### src/rtl/dmem_stage.sv
// dmem_stage: data-memory access stage. It runs a req/ack transaction against a
// variable-latency memory, stalls the pipeline while the access is in flight, and
// registers the aligned, extended load data for MEM/WB.
module dmem_stage #(
  parameter int unsigned ADDR_W  = 12,
  parameter int unsigned TIMEOUT = 15
) (
  input  logic              clk,
  input  logic              rstn,
  input  logic              memread,
  input  logic              memwrite,
  input  logic [1:0]        length,
  input  logic              sign,
  input  logic [31:0]       addr,
  input  logic [31:0]       wdata,
  output logic [31:0]       rdata,
  output logic              stall,
  output logic              misalign,
  output logic              bus_err,
  output logic              mem_req,
  output logic              mem_we,
  output logic [ADDR_W-3:0] mem_addr,
  output logic [3:0]        mem_be,
  output logic [31:0]       mem_wdata,
  input  logic              mem_ack,
  input  logic [31:0]       mem_rdata
);

  typedef enum logic [1:0] {S_IDLE, S_REQ, S_DONE} state_t;

  state_t            r_state, w_state_nxt;
  logic [7:0]        r_cnt;
  logic [ADDR_W-1:0] r_addr;
  logic [1:0]        r_len;
  logic              r_sign, r_we, r_abort;
  logic [3:0]        r_be;
  logic [31:0]       r_wdata, r_rdata;

  logic              w_aligned, w_valid;
  logic [3:0]        w_be;
  logic [31:0]       w_wd;
  logic [1:0]        w_off, w_len;
  logic              w_sign, w_read, w_take, w_timeout;
  logic [7:0]        w_byte;
  logic [15:0]       w_half;
  logic [31:0]       w_ext;
  logic              w_unused;

  assign rdata    = r_rdata;
  assign w_unused = ^addr[31:ADDR_W];

  // Decode the live EX/MEM request: legality, byte enables, lane-replicated store data.
  always_comb begin
    w_aligned = 1'b1;
    w_be      = 4'b1111;
    w_wd      = wdata;
    case (length)
      2'b00: begin
        w_be = 4'b0001 << addr[1:0];
        w_wd = {4{wdata[7:0]}};
      end
      2'b01: begin
        w_aligned = ~addr[0];
        w_be      = 4'b0011 << addr[1:0];
        w_wd      = {2{wdata[15:0]}};
      end
      2'b10:   w_aligned = (addr[1:0] == 2'b00);
      default: w_aligned = 1'b0;
    endcase
    w_valid = (memread | memwrite) & w_aligned;
  end

  // Next-state and output decode; IDLE drives the bus from live inputs, REQ from captured registers.
  always_comb begin
    w_state_nxt = r_state;
    stall       = 1'b0;
    misalign    = 1'b0;
    bus_err     = 1'b0;
    mem_req     = 1'b0;
    mem_we      = 1'b0;
    mem_addr    = '0;
    mem_be      = '0;
    mem_wdata   = '0;
    w_take      = 1'b0;
    w_timeout   = 1'b0;
    w_off       = addr[1:0];
    w_len       = length;
    w_sign      = sign;
    w_read      = memread;
    case (r_state)
      S_IDLE: begin
        if (w_valid) begin
          stall       = 1'b1;
          mem_req     = 1'b1;
          mem_we      = memwrite;
          mem_addr    = addr[ADDR_W-1:2];
          mem_be      = w_be;
          mem_wdata   = w_wd;
          w_take      = mem_ack;
          w_state_nxt = mem_ack ? S_DONE : S_REQ;
        end else if (memread | memwrite) begin
          misalign = 1'b1;
        end
      end
      S_REQ: begin
        stall     = 1'b1;
        mem_req   = 1'b1;
        mem_we    = r_we;
        mem_addr  = r_addr[ADDR_W-1:2];
        mem_be    = r_be;
        mem_wdata = r_wdata;
        w_off     = r_addr[1:0];
        w_len     = r_len;
        w_sign    = r_sign;
        w_read    = ~r_we;
        if (mem_ack) begin
          w_take      = 1'b1;
          w_state_nxt = S_DONE;
        end else if (r_cnt == 8'(TIMEOUT - 1)) begin
          w_timeout   = 1'b1;
          w_state_nxt = S_DONE;
        end
      end
      S_DONE: begin
        bus_err     = r_abort;
        w_state_nxt = S_IDLE;
      end
      default: w_state_nxt = S_IDLE;
    endcase
    // Reset holds every handshake output quiet even though state only clears at the edge.
    if (!rstn) begin
      stall     = 1'b0;
      misalign  = 1'b0;
      bus_err   = 1'b0;
      mem_req   = 1'b0;
      mem_we    = 1'b0;
      mem_addr  = '0;
      mem_be    = '0;
      mem_wdata = '0;
    end
  end

  // Lane select and sign/zero extension of the raw memory word.
  always_comb begin
    case (w_off)
      2'd0:    w_byte = mem_rdata[7:0];
      2'd1:    w_byte = mem_rdata[15:8];
      2'd2:    w_byte = mem_rdata[23:16];
      default: w_byte = mem_rdata[31:24];
    endcase
    w_half = w_off[1] ? mem_rdata[31:16] : mem_rdata[15:0];
    case (w_len)
      2'b00:   w_ext = {{24{w_sign & w_byte[7]}}, w_byte};
      2'b01:   w_ext = {{16{w_sign & w_half[15]}}, w_half};
      default: w_ext = mem_rdata;
    endcase
  end

  // State, wait counter, request capture and load-data register.
  always_ff @(posedge clk) begin
    if (!rstn) begin
      r_state <= S_IDLE;
      r_cnt   <= '0;
      r_addr  <= '0;
      r_len   <= '0;
      r_sign  <= 1'b0;
      r_we    <= 1'b0;
      r_be    <= '0;
      r_wdata <= '0;
      r_rdata <= '0;
      r_abort <= 1'b0;
    end else begin
      r_state <= w_state_nxt;
      if (r_state == S_IDLE && w_valid) begin
        r_addr  <= addr[ADDR_W-1:0];
        r_len   <= length;
        r_sign  <= sign;
        r_we    <= memwrite;
        r_be    <= w_be;
        r_wdata <= w_wd;
        r_cnt   <= '0;
        r_abort <= 1'b0;
      end
      if (r_state == S_REQ && !mem_ack) r_cnt <= r_cnt + 8'd1;
      if (r_state == S_DONE) r_abort <= 1'b0;
      if (w_take && w_read) r_rdata <= w_ext;
      if (w_timeout) begin
        r_abort <= 1'b1;
        if (!r_we) r_rdata <= '0;
      end
    end
  end

endmodule

### config.mk
export PLATFORM = sky130hd
export DESIGN_NAME = dmem_stage
export DESIGN_NICKNAME = d
export VERILOG_FILES = /design/src/rtl/dmem_stage.sv
export SDC_FILE = /design/constraint.sdc
export NUM_CORES = 1
export LEC_CHECK = 0
export CAP_MARGIN = 20
export CELL_PAD_IN_SITES_DETAIL_PLACEMENT = 1
export CELL_PAD_IN_SITES_GLOBAL_PLACEMENT = 1
export CORE_ASPECT_RATIO = 0.9
export CORE_UTILIZATION = 30
export CTS_CLUSTER_SIZE = 40
export DETAILED_ROUTE_END_ITERATION = 8
export PLACE_DENSITY_LB_ADDON = 0.25
export SKIP_LAST_GASP = 1
export SLEW_MARGIN = 15
export SYNTH_ARGS = -nofsm -noshare
export SYNTH_HDL_FRONTEND = slang
export SYNTH_SLANG_ARGS = --single-unit
### constraint.sdc
create_clock -name clk -period 3.3 [get_ports clk]
set_clock_uncertainty 0.2 [all_clocks]
set_input_delay 0.495 -clock clk [delete_from_list [all_inputs] [get_ports clk]]
set_output_delay 0.495 -clock clk [all_outputs]
set_load 0.05 [all_outputs]
==> out/summary.txt, run 1 <==
=====================================================================================
FF+latch count, synth ..................................................           95
Cells after DPL ........................................................        1,039
Footprint of the flip-flops and latches ................................   1900 sq um
Leak Pwr ...............................................................   0.00292 uW
Remaining max-slew budget at the tightest pin ..........................        60.9%
Placement Rows .........................................................           44
Clk pin slew, worst setup/hold paths ...................................        70 ps
Most area-consuming cells after synthesis .............................. dfxtp_1 37%, nand2_1 12%, a21oi_1 9.8%
Gate count after technology mapping ....................................          698
Full die area .......................................................... 17,600 sq um
Pre-CTS setup slack ....................................................       163 ps
X dimension of the die .................................................  140 microns
Clock buffers created by TritonCTS .....................................            9
Max-cap violation count ................................................            0
Area growth, synth to finish ...........................................        53.4%
Yosys synthesis warning count ..........................................            0
Antenna-violating nets left ............................................            0
Via count of the first global-routing pass .............................        5,862
Library cell used as clock root buffer .................................    clkbuf_16
Final Hold Viols .......................................................            0
Clock tree from TritonCTS ..............................................        built
# DRC ..................................................................            0
Number of DRC markers after the initial detailed-route iteration .......          295
Area leader, netlist ...................................................      dfxtp_1
Most frequent standard cell in the layout excluding fill and tap cells .      nand2_1
Area share of the leading cell type in the synthesized netlist .........        37.2%
Dominant register cell in the synthesized netlist ......................      dfxtp_1
Number of levels the H-tree was split into .............................            3
Netlist area before placement ..........................................   5120 sq um
Result of the run ...................................................... complete, no violations
Vias after detailed routing ............................................        5,579
Detail-routed net length per standard cell ............................. 18.1 microns
Post-synthesis sequential area ratio ...................................        37.2%
Maximum count of clock buffers along a single path .....................            2
Detailed Routing Iterations Pass 1 .....................................            4
Proportion of layout cells with a drive suffix above 1 .................        13.9%
Mean post-synth cell area ..............................................   7.33 sq um
Final HPWL from detailed placement ..................................... 14,000 microns
Slew at the pin closest to its max-slew limit ..........................       570 ps
CP Capture Type ........................................................  output port
Placeable core region .................................................. 16,400 sq um
Worst min-delay path category .......................................... flip-flop to flip-flop
Wire length of the first global-routing pass ........................... 30,300 microns
Net Count, Synth .......................................................          804
Die height .............................................................  126 microns
Maximum number of pins on one net before global-route repair ...........           49
Final sum of negative setup slack ......................................         0 ps
Setup Buffers After CTS ................................................            0
Final wirelength ....................................................... 19,100 microns
Routability cong. ......................................................        0.820
Final Cycle Share ......................................................        94.9%
Clock network latency to the later pin of the worst-skew pair ..........       350 ps
Pwr per Cell Area ......................................................  440 nW/um^2
Multi-input combinational cell area ....................................   2980 sq um
Final Worst Setup Slack ................................................       167 ps
Count of final setup violators .........................................            0
Vias per cell ..........................................................         5.29
Fraction of synthesis flops using an asynchronous set or reset pin .....           0%
Most frequent cells in the layout ...................................... 169 x nand2_1, 113 x clkdlybuf4s50_1, 97 x a21oi_1, 95 x dfxtp_1, 57 x o21ai_0
Count of non-filler cells in the finished layout .......................        1,055
Arrival @ worst endpoint ...............................................      2440 ps
IO buf count ...........................................................          166
Total number of nets in the final design ...............................          949
RSZ-0062 raised after global routing ...................................        false
Max IR drop VDD ........................................................     0.307 mV
Final slew viol count ..................................................            0
Total overflow reported by the global router ...........................            0
Filler cell count in the final layout ..................................        1,948
Number of ports placed on the die boundary .............................          187
Largest fanout on the critical path ....................................           29
Initial core utilization ...............................................        31.2%
Type of origin of the critical path ....................................   input port
Initial antenna violation count ........................................            1
Maximum clock rate .....................................................      319 MHz
Class of the most critical setup path .................................. input port to output port
Post-layout total power ................................................      3450 uW
Post-synthesis cell type count .........................................           50
Total track usage ......................................................        21.9%
Clock period minus final worst setup slack .............................      3130 ps
Clock Sink Count .......................................................           95
Post-synth EDFFs .......................................................            0
Required time at the worst-slack endpoint ..............................      2600 ps
=====================================================================================
## sequential cells by signal, summed over array words and instances (netlist names)
signal   count
r_len        2
r_be         4
r_addr      12
r_state      2
r_abort      1
r_sign       1
r_we         1
rdata       32
r_wdata     32
r_cnt        8
## worst max-delay path: stages
cell	delay [ps]
clkdlybuf4s50_1	480
o21a_1	220
o22ai_2	230
nand2_2	160
buf_12	200
a21oi_1	170
a21oi_1	70
nor2_1	230
buf_12	180
## power breakdown
| part | internal [uW] | total (uW) | switching, uW |
|---|---|---|---|
| combinational | 416 | 1030 | 611 |
| sequential | 1230 | 1270 | 46.3 |
| clock | 682 | 1150 | 470 |
| total | 2320 | 3450 | 1130 |
## metrics by stage
stage	util [%]	hold WS, ps	area [sq um]
2_1_floorplan	-	244	5120
3_3_place_gp	45.8	250	7510
3_5_place_dp	45.8	261	7510
4_1_cts	47.8	270	7840
5_1_grt	47.8	293	7850
6_report	47.8	268	7850
## area by class of cell
cell class,count,area share (%)
multi-input cells,539,37.9
repair buffers,191,30.1
flip-flops and latches,95,24.2
well taps,207,3.30
clock buffers,10,3.04
clock inverters,5,1.04
inverters,7,0.335
diodes,1,0.0319
## repair_timing
action	4_1_cts	5_1_grt
endpoints found under the setup margin	0	3
gates resized for setup	0	3
hold buffers	0	0
## path summary, 6_finish.rpt
path                   start            to  slack [ps]  cells after the start
hold reg to reg   r_addr[11]    r_addr[11]         270                      2
setup / recovery     addr[0]  mem_wdata[9]         170                      9
hold / removal    r_addr[11]    r_addr[11]         270                      2
setup reg to reg  r_state[1]     rdata[31]         470                      7
## synth_stat cells (3+ instances only)
library cell and n:
nand2_1 170, a21oi_1 100, dfxtp_1 95, o21ai_0 57
nor2_1 44, clkbuf_1 41, a21boi_0 36, mux2i_1 20
nor2b_1 17, a221oi_1 12, nand3_1 10, a21oi_2 9
buf_1 7, inv_1 7, and2_1 6, buf_2 6
nand2b_1 4, nand3b_1 4, nor3_1 4, a211oi_1 3
a21o_1 3, nand4_1 3
## per-layer routing
layer	global-route usage (%)	part of all wire, %	up-vias
met2	38.3	49	145
li1	-	-	2702
met5	0	0	-
met4	4.85	1.5	0
met1	26.0	43	2715
met3	7.26	6.8	17
## logic make-up (layout without fill, tap and decap cells)
logic type / count (synthesis) / in the layout / share of synthesized area, %
AND/OR/NAND/NOR: 272 / 272 / 23.1
AO/OA/AOI/OAI: 242 / 242 / 29.5
other: 0 / 1 / 0
XOR/XNOR: 1 / 1 / 0.171
multiplexers: 22 / 22 / 4.35
adder cells (fa/ha/maj): 2 / 2 / 0.489
flip-flops: 95 / 95 / 37.2
buffers and inverters: 64 / 213 / 5.21
No activity file was read; power rests on OpenSTA's default activity.
==> run 2, diff against run 1 <==
SETUP_SLACK_MARGIN = 0.1   (was unset)
==> run 2 against run 1 <==
Against the previous run: cell count is 0.57% higher; critical path depth shrank 1; sequential share of layout area fell by 0.16 points; non-clock buffer count up 6; count of clock-buffer cells in the layout rose by 1.
==> out/summary.txt, run 2 (synthesis gave the netlist of run 1 again) <==
=====================================================================================
Max IR drop VDD ........................................................     0.267 mV   was 0.307 mV
Remaining max-slew budget at the tightest pin ..........................        59.4%   was 60.9%
Crit path cell chain ................................................... clkdlybuf4s50_1, o21a_1, o22ai_2, and2_1, buf_12, nand2_1, a21oi_1, buf_12   was clkdlybuf4s50_1, o21a_1, o22ai_2, nand2_2, buf_12, a21oi_1, a21oi_1, nor2_1, buf_12
Area post-placement ....................................................   7560 sq um   was 7510 sq um
X dimension of the die .................................................  140 microns   unchanged
Number of DRC markers after the initial detailed-route iteration .......          245   was 295
Worst min-delay path category .......................................... flip-flop to flip-flop   unchanged
Placement Rows .........................................................           44   unchanged
Clock period minus final worst setup slack .............................      3080 ps   was 3130 ps
Clock tree from TritonCTS ..............................................        built   unchanged
# DRC ..................................................................            0   unchanged
Clk pin slew, worst setup/hold paths ...................................        60 ps   was 70 ps
Required time at the worst-slack endpoint ..............................      2600 ps   about the same
Maximum count of clock buffers along a single path .....................            2   unchanged
Slew at the pin closest to its max-slew limit ..........................       609 ps   was 570 ps
Antenna diode count ....................................................            0   was 1
Final Worst Setup Slack ................................................       222 ps   was 167 ps
Leak Pwr ...............................................................   0.00295 uW   was 0.00292 uW
Final HPWL from detailed placement ..................................... 13,900 microns   was 14,000 microns
Final slew viol count ..................................................            0   unchanged
Reg-to-reg endpoint ....................................................    rdata[31]   unchanged
Most frequent standard cell in the layout excluding fill and tap cells .      nand2_1   unchanged
Antenna-violating nets left ............................................            0   unchanged
Worst hold path endpoint ...............................................    r_addr[4]   was r_addr[11]
Detail-routed net length per standard cell ............................. 17.6 microns   was 18.1 microns
Count of final setup violators .........................................            0   unchanged
Pwr per Cell Area ......................................................  431 nW/um^2   was 440 nW/um^2
Maximum clock rate .....................................................      325 MHz   was 319 MHz
Detailed Routing Iterations Pass 1 .....................................            4   unchanged
Total number of nets in the final design ...............................          955   was 949
Result of the run ...................................................... complete, no violations   unchanged
Number of ports placed on the die boundary .............................          187   unchanged
Die height .............................................................  126 microns   unchanged
Multi-input combinational cell area ....................................   3000 sq um   was 2980 sq um
CP Capture Type ........................................................  output port   unchanged
Final wirelength ....................................................... 18,700 microns   was 19,100 microns
Cell at the slowest stage of the critical path ......................... clkdlybuf4s50_1   unchanged
Class of the most critical setup path .................................. input port to output port   unchanged
Vias per cell ..........................................................         5.19   was 5.29
Wire length of the first global-routing pass ........................... 29,700 microns   was 30,300 microns
Proportion of layout cells with a drive suffix above 1 .................        15.6%   was 13.9%
Full die area .......................................................... 17,600 sq um   unchanged
Peak per-stage delay on the critical path ..............................       500 ps   was 480 ps
Vias after detailed routing ............................................        5,507   was 5,579
Final core utilization .................................................        48.2%   was 47.8%
Clock network latency to the later pin of the worst-skew pair ..........       350 ps   about the same
Footprint of the flip-flops and latches ................................   1900 sq um   unchanged
Clock Sink Count .......................................................           95   unchanged
Final Cycle Share ......................................................        93.3%   was 94.9%
Final Hold Viols .......................................................            0   unchanged
Library cell used as clock root buffer .................................    clkbuf_16   unchanged
Post-layout total power ................................................      3410 uW   was 3450 uW
Type of origin of the critical path ....................................   input port   unchanged
Area growth, synth to finish ...........................................        54.5%   was 53.4%
Total overflow reported by the global router ...........................            0   unchanged
Routability cong. ......................................................        0.840   was 0.820
# hold bufs at CTS .....................................................            0   unchanged
Final sum of negative setup slack ......................................         0 ps   unchanged
Clock buffers created by TritonCTS .....................................            9   unchanged
Crit-path most repeated cell ...........................................       buf_12
Pre-CTS setup slack ....................................................       169 ps   was 163 ps
Max-cap violation count ................................................            0   unchanged
Filler cell count in the final layout ..................................        1,985   was 1,948
Largest fanout on the critical path ....................................           27   was 29
Initial core utilization ...............................................        31.2%   unchanged
Beginning of the worst hold path .......................................    r_addr[4]   was r_addr[11]
Worst-case register-to-register setup slack ............................       490 ps   was 470 ps
IO buf count ...........................................................          166   unchanged
R2r startpoint .........................................................   r_state[1]   unchanged
Count of cells along the worst hold path ...............................            2   unchanged
Maximum number of pins on one net before global-route repair ...........           63   was 49
Total track usage ......................................................        21.4%   was 21.9%
Initial antenna violation count ........................................            0   was 1
Via count of the first global-routing pass .............................        5,616   was 5,862
Finished Cell Area .....................................................   7900 sq um   was 7850 sq um
RSZ-0062 raised after global routing ...................................        false   unchanged
Number of levels the H-tree was split into .............................            3   unchanged
Arrival @ worst endpoint ...............................................      2380 ps   was 2440 ps
Cell depth of the worst flop-to-flop path ..............................            7   unchanged
Most frequent cells in the layout ...................................... 169 x nand2_1, 113 x clkdlybuf4s50_1, 97 x a21oi_1, 95 x dfxtp_1, 57 x o21ai_0   unchanged
Placeable core region .................................................. 16,400 sq um   unchanged
=====================================================================================
-- run 2: what timing repair did --
action,CTS,global route
gates resized for setup,0,10
setup buffers,0,0
setup endpoints to repair,0,11
-- run 2: worst max path at each step --
stage	from	endpoint	slack, ps	depth (start not counted)
2_1_floorplan	addr[1]	mem_addr[0]	110	8
3_3_place_gp	addr[0]	mem_wdata[23]	230	10
3_5_place_dp	memwrite	mem_wdata[17]	170	10
4_1_cts	memwrite	mem_wdata[17]	170	10
5_1_grt	addr[0]	mem_wdata[13]	100	10
6_report	addr[0]	mem_wdata[25]	220	8
-- run 2: power breakdown --
group	switching [uW]	internal, uW
Clock	472	628
Combinational	614	424
Sequential	45.2	1230
Total	1130	2280
-- run 2: stage by stage --
step | instances | hold slack (ps)
5_1_grt | 1061 | 292
3_3_place_gp | 1045 | 250
3_5_place_dp | 1045 | 262
2_1_floorplan | 698 | 244
6_report | 1061 | 266
4_1_cts | 1061 | 271
-- run 2: cell type report --
type	instances	area share, %
clock inverter	5	0.712
multi-input combinational	539	38.0
inverter	7	0.332
timing repair buffer	197	30.5
sequential	95	24.1
clock buffer	11	3.20
tap	207	3.28
-- run 2: routing by layer --
metal,GRT usage (%),up-vias,wire length [microns]
met4,5.37,0,302
met3,6.84,23,1080
met2,36.0,130,8810
li1,-,2702,-
met5,0,-,0
met1,26.6,2652,8530
-- run 2: worst max-delay path: cells and delay by family --
family	cells	cell delay (ps)
AOI/OAI and AO/OA	3	680
and+or+nand+nor	2	320
buffers and inverters	3	890
